--- src/rtl/dmem_arb_pkg.sv ---
// rtl/dmem_arb_pkg.sv - shared types and counter-width helper for the data-memory arbiter
package dmem_arb_pkg;

  typedef enum logic {S_CPU, S_LDR} arb_state_e;

  typedef enum logic [1:0] {GNT_NONE, GNT_CPU, GNT_LDR} gnt_sel_e;

  localparam int PERF_W = 32;

  // Width able to hold 0..max_val-1, never narrower than one bit.
  function automatic int cnt_w(input int max_val);
    return (max_val > 1) ? $clog2(max_val) : 1;
  endfunction

endpackage

--- src/rtl/dmem_arb_perf.sv ---
// rtl/dmem_arb_perf.sv - saturating conflict / cpu-stall event counters
module dmem_arb_perf
  import dmem_arb_pkg::*;
(
  input  logic              clk,
  input  logic              reset_n,
  input  logic              conflict,
  input  logic              stall,
  output logic [PERF_W-1:0] perf_conflict,
  output logic [PERF_W-1:0] perf_cpu_stall
);

  always_ff @(posedge clk or negedge reset_n) begin
    if (!reset_n) begin
      perf_conflict  <= '0;
      perf_cpu_stall <= '0;
    end else begin
      if (conflict && (perf_conflict != '1))
        perf_conflict <= perf_conflict + 1'b1;
      if (stall && (perf_cpu_stall != '1))
        perf_cpu_stall <= perf_cpu_stall + 1'b1;
    end
  end

endmodule

--- src/rtl/dmem_arbiter.sv ---
// rtl/dmem_arbiter.sv - core/loader arbiter for data_memory; DMEM_ARB_PERF_EN adds perf counters
module dmem_arbiter
  import dmem_arb_pkg::*;
#(
  parameter int ADDR_W    = 32,
  parameter int DATA_W    = 32,
  parameter int MAX_WAIT  = 8,
  parameter int MAX_BURST = 16
) (
  input  logic              clk,
  input  logic              reset_n,
  input  logic              cpu_read,
  input  logic              cpu_write,
  input  logic [ADDR_W-1:0] cpu_addr,
  input  logic [DATA_W-1:0] cpu_wdata,
  output logic [DATA_W-1:0] cpu_rdata,
  output logic              cpu_stall,
  input  logic              ldr_read,
  input  logic              ldr_write,
  input  logic              ldr_lock,
  input  logic [ADDR_W-1:0] ldr_addr,
  input  logic [DATA_W-1:0] ldr_wdata,
  output logic [DATA_W-1:0] ldr_rdata,
  output logic              ldr_gnt,
  output logic              mem_read,
  output logic              mem_write,
  output logic [ADDR_W-1:0] mem_addr,
  output logic [DATA_W-1:0] mem_wdata,
  input  logic [DATA_W-1:0] mem_rdata
`ifdef DMEM_ARB_PERF_EN
  ,
  output logic [PERF_W-1:0] perf_conflict,
  output logic [PERF_W-1:0] perf_cpu_stall
`endif
);

  localparam int WAIT_W = cnt_w(MAX_WAIT);
  localparam int BEAT_W = cnt_w(MAX_BURST + 1);
  localparam logic [WAIT_W-1:0] WAIT_LAST = WAIT_W'(MAX_WAIT - 1);
  localparam logic [BEAT_W-1:0] BEAT_MAX  = BEAT_W'(MAX_BURST);

  arb_state_e        state, state_nxt;
  logic [WAIT_W-1:0] wait_cnt, wait_nxt;
  logic [BEAT_W-1:0] beat_cnt, beat_nxt;
  gnt_sel_e          gnt;
  logic              cpureq, ldrreq, burst_ok, from_burst;

  assign cpureq = cpu_read | cpu_write;
  assign ldrreq = ldr_read | ldr_write;

  always_ff @(posedge clk or negedge reset_n) begin
    if (!reset_n) begin
      state    <= S_CPU;
      wait_cnt <= '0;
      beat_cnt <= '0;
    end else begin
      state    <= state_nxt;
      wait_cnt <= wait_nxt;
      beat_cnt <= beat_nxt;
    end
  end

  always_comb begin
    state_nxt  = state;
    wait_nxt   = wait_cnt;
    beat_nxt   = beat_cnt;
    gnt        = GNT_NONE;
    from_burst = (state == S_LDR);
    burst_ok   = ldrreq && ldr_lock && (beat_cnt < BEAT_MAX);
    if (!reset_n) begin
      state_nxt = S_CPU;
      wait_nxt  = '0;
      beat_nxt  = '0;
    end else if (from_burst && burst_ok) begin
      gnt      = GNT_LDR;
      beat_nxt = beat_cnt + 1'b1;
    end else begin
      // Leaving a burst falls through to normal arbitration where the core wins conflicts.
      state_nxt = S_CPU;
      wait_nxt  = '0;
      beat_nxt  = '0;
      if (cpureq && ldrreq && (from_burst || (wait_cnt != WAIT_LAST))) begin
        gnt = GNT_CPU;
        if (!from_burst)
          wait_nxt = wait_cnt + 1'b1;
      end else if (ldrreq) begin
        gnt = GNT_LDR;
        if (ldr_lock) begin
          state_nxt = S_LDR;
          beat_nxt  = BEAT_W'(1);
        end
      end else if (cpureq) begin
        gnt = GNT_CPU;
      end
    end
  end

  always_comb begin
    mem_addr  = cpu_addr;
    mem_wdata = cpu_wdata;
    mem_read  = 1'b0;
    mem_write = 1'b0;
    case (gnt)
      GNT_CPU: begin
        mem_write = cpu_write;
        mem_read  = cpu_read & ~cpu_write;
      end
      GNT_LDR: begin
        mem_addr  = ldr_addr;
        mem_wdata = ldr_wdata;
        mem_write = ldr_write;
        mem_read  = ldr_read & ~ldr_write;
      end
      default: ;
    endcase
  end

  assign cpu_stall = reset_n & cpureq & (gnt != GNT_CPU);
  assign ldr_gnt   = ldrreq & (gnt == GNT_LDR);
  assign cpu_rdata = mem_rdata;
  assign ldr_rdata = mem_rdata;

`ifdef DMEM_ARB_PERF_EN
  dmem_arb_perf u_perf (
    .clk            (clk),
    .reset_n        (reset_n),
    .conflict       (cpureq & ldrreq),
    .stall          (cpu_stall),
    .perf_conflict  (perf_conflict),
    .perf_cpu_stall (perf_cpu_stall)
  );
`endif

endmodule
--- config.mk ---
export PLATFORM = sky130hd
export DESIGN_NAME = dmem_arbiter
export DESIGN_NICKNAME = d
export VERILOG_FILES = /design/src/rtl/dmem_arb_pkg.sv /design/src/rtl/dmem_arb_perf.sv /design/src/rtl/dmem_arbiter.sv
export SDC_FILE = /design/constraint.sdc
export NUM_CORES = 1
export LEC_CHECK = 0
export ABC_AREA = 1
export BUFFER_PORTS_ARGS = -buffer_cell sky130_fd_sc_hd__buf_2
export CORE_AREA = 3 3 114 116
export CTS_BUF_LIST = sky130_fd_sc_hd__clkbuf_16
export DETAILED_ROUTE_END_ITERATION = 8
export DIE_AREA = 0 0 117 119
export SYNTH_ARGS = -nofsm -noshare
export SYNTH_HDL_FRONTEND = slang
export SYNTH_SLANG_ARGS = --single-unit
--- constraint.sdc ---
create_clock -name clk -period 6.9 [get_ports clk]
set_clock_uncertainty 0.05 [all_clocks]
set_input_delay 1.38 -clock clk [delete_from_list [all_inputs] [get_ports clk]]
set_output_delay 1.38 -clock clk [all_outputs]
set_load 0.005 [all_outputs]
==> results.sh <==
export IMPL_synth_top_area_share_pct=35.7
export IMPL_leakagePower_nw=1.57
export IMPL_synthFlopType="dfrtp_1"
export IMPL_p_per_area_nw_per_um2=103
export IMPL_min_to="beat_cnt[4]"
export IMPL_path_max_fanout=65
export IMPL_seqPwrFrac_pct=19.2
export IMPL_placed_cells=498
export IMPL_drt_pass1_iter_count=4
export IMPL_syn_nets=393
export IMPL_cts_max_level=1
export IMPL_worstHoldStart="beat_cnt[3]"
export IMPL_cts_resized=0
export IMPL_cp_arrival_ns=3.55
export IMPL_final_area_um2=2790
export IMPL_reg2reg_depth=7
export IMPL_fmax_mhz=201
export IMPL_cpLargestDelayFamily="adder cells"
export IMPL_via_count=1961
export IMPL_post_cts_setup_buffers=0
export IMPL_die_y_um=119
export IMPL_drive_gt1_share_pct=76.3
export IMPL_place_area_um2=2710
export IMPL_p_switching_mw=0.0749
export IMPL_setup_tns_ns=0
export IMPL_p_comb_share_pct=45.7
export IMPL_grt_start_max_net_pins=66
export IMPL_vdd_drop_max_mv=0.0752
export IMPL_fp_dieArea_um2=13900
export IMPL_cts_tree="yes"
export IMPL_cts_buffers=3
export IMPL_yosys_top_cells_area="mux2_4 36%, buf_4 23%, dfrtp_1 11%, mux2_2 8.2%, ha_1 3.6%"
export IMPL_clockPowerShare_pct=35.1
export IMPL_fin_crit_ns=4.98
export IMPL_insertion_delay_ns=0.23
export IMPL_initial_core_util_pct=17.1
export IMPL_hpwl_mm=6.22
export IMPL_grt_overflow=0
export IMPL_pre_cts_ws_ns=1.86
export IMPL_final_core_util_pct=23.3
export IMPL_path_buf_inv=2
export IMPL_min_delay_path_depth=2
export IMPL_period_share_pct=72.2
export IMPL_portBuffers=202
export IMPL_via_per_inst=3.91
export IMPL_root_buffer="clkbuf_16"
export IMPL_rows=40
export IMPL_synthCells=220
export IMPL_ys_warn_count=0
export IMPL_setup_viol=0
export IMPL_r2r_end="wait_cnt[1]"
export IMPL_whs_ns=0.519
export IMPL_status="finished clean"
export IMPL_area_growth_pct=35.6
export IMPL_ios=299
export IMPL_clockBufferDepth=2
export IMPL_ys_ff_latch=9
export IMPL_finalMaxSlewViolations=0
export IMPL_fp_dieW_um=117
export IMPL_start_kind="input pin"
export IMPL_avgSynthCellArea_um2=9.36
export IMPL_synth_cell_type_count=19
export IMPL_dr_first_iter_drc_count=34
export IMPL_max_stage_delay_ns=0.84
export IMPL_finalNetCount=529
export IMPL_drc=0
export IMPL_synth_top_area_cell="mux2_4"
export IMPL_rsz0062_at_grt="false"
export IMPL_power_mw=0.287
export IMPL_synthArstFlopShare_pct=100
export IMPL_core_area_um2=12000
export IMPL_path_common_cell="buf_2"
export IMPL_hold_class="flop to flop"
export IMPL_worst_slew_pin_slew_ns=1.12
export IMPL_path_clk_slew_ns=0.04
export IMPL_end_kind="primary output"
export IMPL_switching_share_pct=26.1
export IMPL_crit_type="input pin to primary output"
export IMPL_ctsHoldBuffers=0
export IMPL_final_hold_viol_count=0
export IMPL_antenna_found_initial=0
export IMPL_critPathRequiredTime_ns=5.47
export IMPL_relSlewSlack_pct=25.2
export IMPL_seq_area_frac_synth_pct=10.9
export IMPL_cts_sinks=9
export IMPL_postRouteAntennaNets=0
export IMPL_synth_edf_count=0
export IMPL_wire_per_inst_um=14.0
export IMPL_maxCapViolCount=0
export IMPL_diodes=0
export IMPL_grt_use_total_pct=8.83
export IMPL_worst_path_max_delay_cell="ha_4"
export IMPL_syn_area_um2=2060
export IMPL_r2r_slack_ns=5.44
export IMPL_totalWireLength_mm=7.02
export IMPL_crit_chain="buf_2 > nand3_1 > nand2_1 > ha_4 > mux2_2 > buf_2"
export IMPL_internal_power_mw=0.212
export IMPL_gp_congestion=0.771
export IMPL_rr_startpoint="wait_cnt[0]"
export IMPL_grt_pass1_wl_mm=9.72
export IMPL_layout_cells_non_filler=502
export IMPL_setup_slack_ns=1.92
export IMPL_grt_pass1_vias=1970
flip-flops by register name, summed over array words and instances (netlist names):
signal,count
beat_cnt,5
wait_cnt,3
from_burst,1
cell usage after synthesis, types with 2 or more instances:
cell and count:
a21oi_1 2, buf_4 64, buf_6 6, dfrtp_1 9, ha_1 6, inv_1 16
mux2_2 15, mux2_4 49, nand2_1 20, nand3_1 6, nand4_1 4, nor2_1 15
nor3_1 2
tightest hold or removal path: stages, from the launching register on:
cell     delay (ns)
dfrtp_1        0.38
nand3_1        0.10
nor2_1         0.05
kinds of logic after synthesis:
| group | share of synthesized area [%] |
|---|---|
| adder cells (fa/ha/maj) | 3.65 |
| AND/OR/NAND/NOR | 9.84 |
| multiplexers | 43.9 |
| buffers and inverters | 29.8 |
| XOR/XNOR | 0.425 |
| AO/OA/AOI/OAI | 1.46 |
| flip-flops | 10.9 |
how the worst max path moves through the flow:
stage	end	slack, ns	cells after the start	startpoint
6_report	mem_addr[24]	1.92	6	reset_n
3_5_place_dp	mem_addr[24]	1.86	6	reset_n
4_1_cts	mem_addr[31]	1.86	6	reset_n
2_1_floorplan	mem_addr[0]	2.82	8	ldr_lock
5_1_grt	mem_addr[24]	1.64	8	ldr_lock
3_3_place_gp	mem_addr[22]	1.96	6	reset_n
power groups by stage:
stage          Sequential, mW  Combinational (mW)  Clock [mW]
2_1_floorplan          0.0556              0.0911           0
5_1_grt                0.0554               0.144       0.104
6_report               0.0553               0.131       0.101
3_5_place_dp           0.0560               0.133           0
4_1_cts                0.0553               0.134       0.102
3_3_place_gp           0.0559               0.131           0
placed cells by master (no fill, tap or decap):
master / Yosys / routed
nand4_1: 4 / 4
nand3_1: 6 / 6
ha_1: 6 / 5
nand2_1: 20 / 20
nor2_2: 1 / 1
ha_4: 0 / 1
nor2_1: 15 / 15
mux2_2: 15 / 15
nor3_1: 2 / 2
o21ai_0: 1 / 1
mux2_4: 49 / 49
xnor2_1: 1 / 1
buf_2: 1 / 202
a21oi_1: 2 / 2
clkbuf_16: 0 / 3
o211ai_1: 1 / 1
inv_1: 16 / 17
o21bai_1: 1 / 1
dfrtp_1: 9 / 9
routing by layer:
| metal | GRT usage, % | routed length, µm | vias up |
|---|---|---|---|
| met1 | 8.47 | 2570 | 870 |
| met2 | 16.8 | 3500 | 141 |
| met5 | 0 | 0 | - |
| met3 | 3.96 | 869 | 16 |
| li1 | - | - | 934 |
| met4 | 2.01 | 85 | 0 |
area by class of cell:
cell class	count	area, µm²
sequential	9	225
multi-input combinational	124	1230
clock inverter	1	3.75
fill	1309	9220
timing repair buffer	202	1010
clock buffer	3	75.1
inverter	16	60.1
tap	147	184
Note: power is estimated with default switching activity, not from simulation.
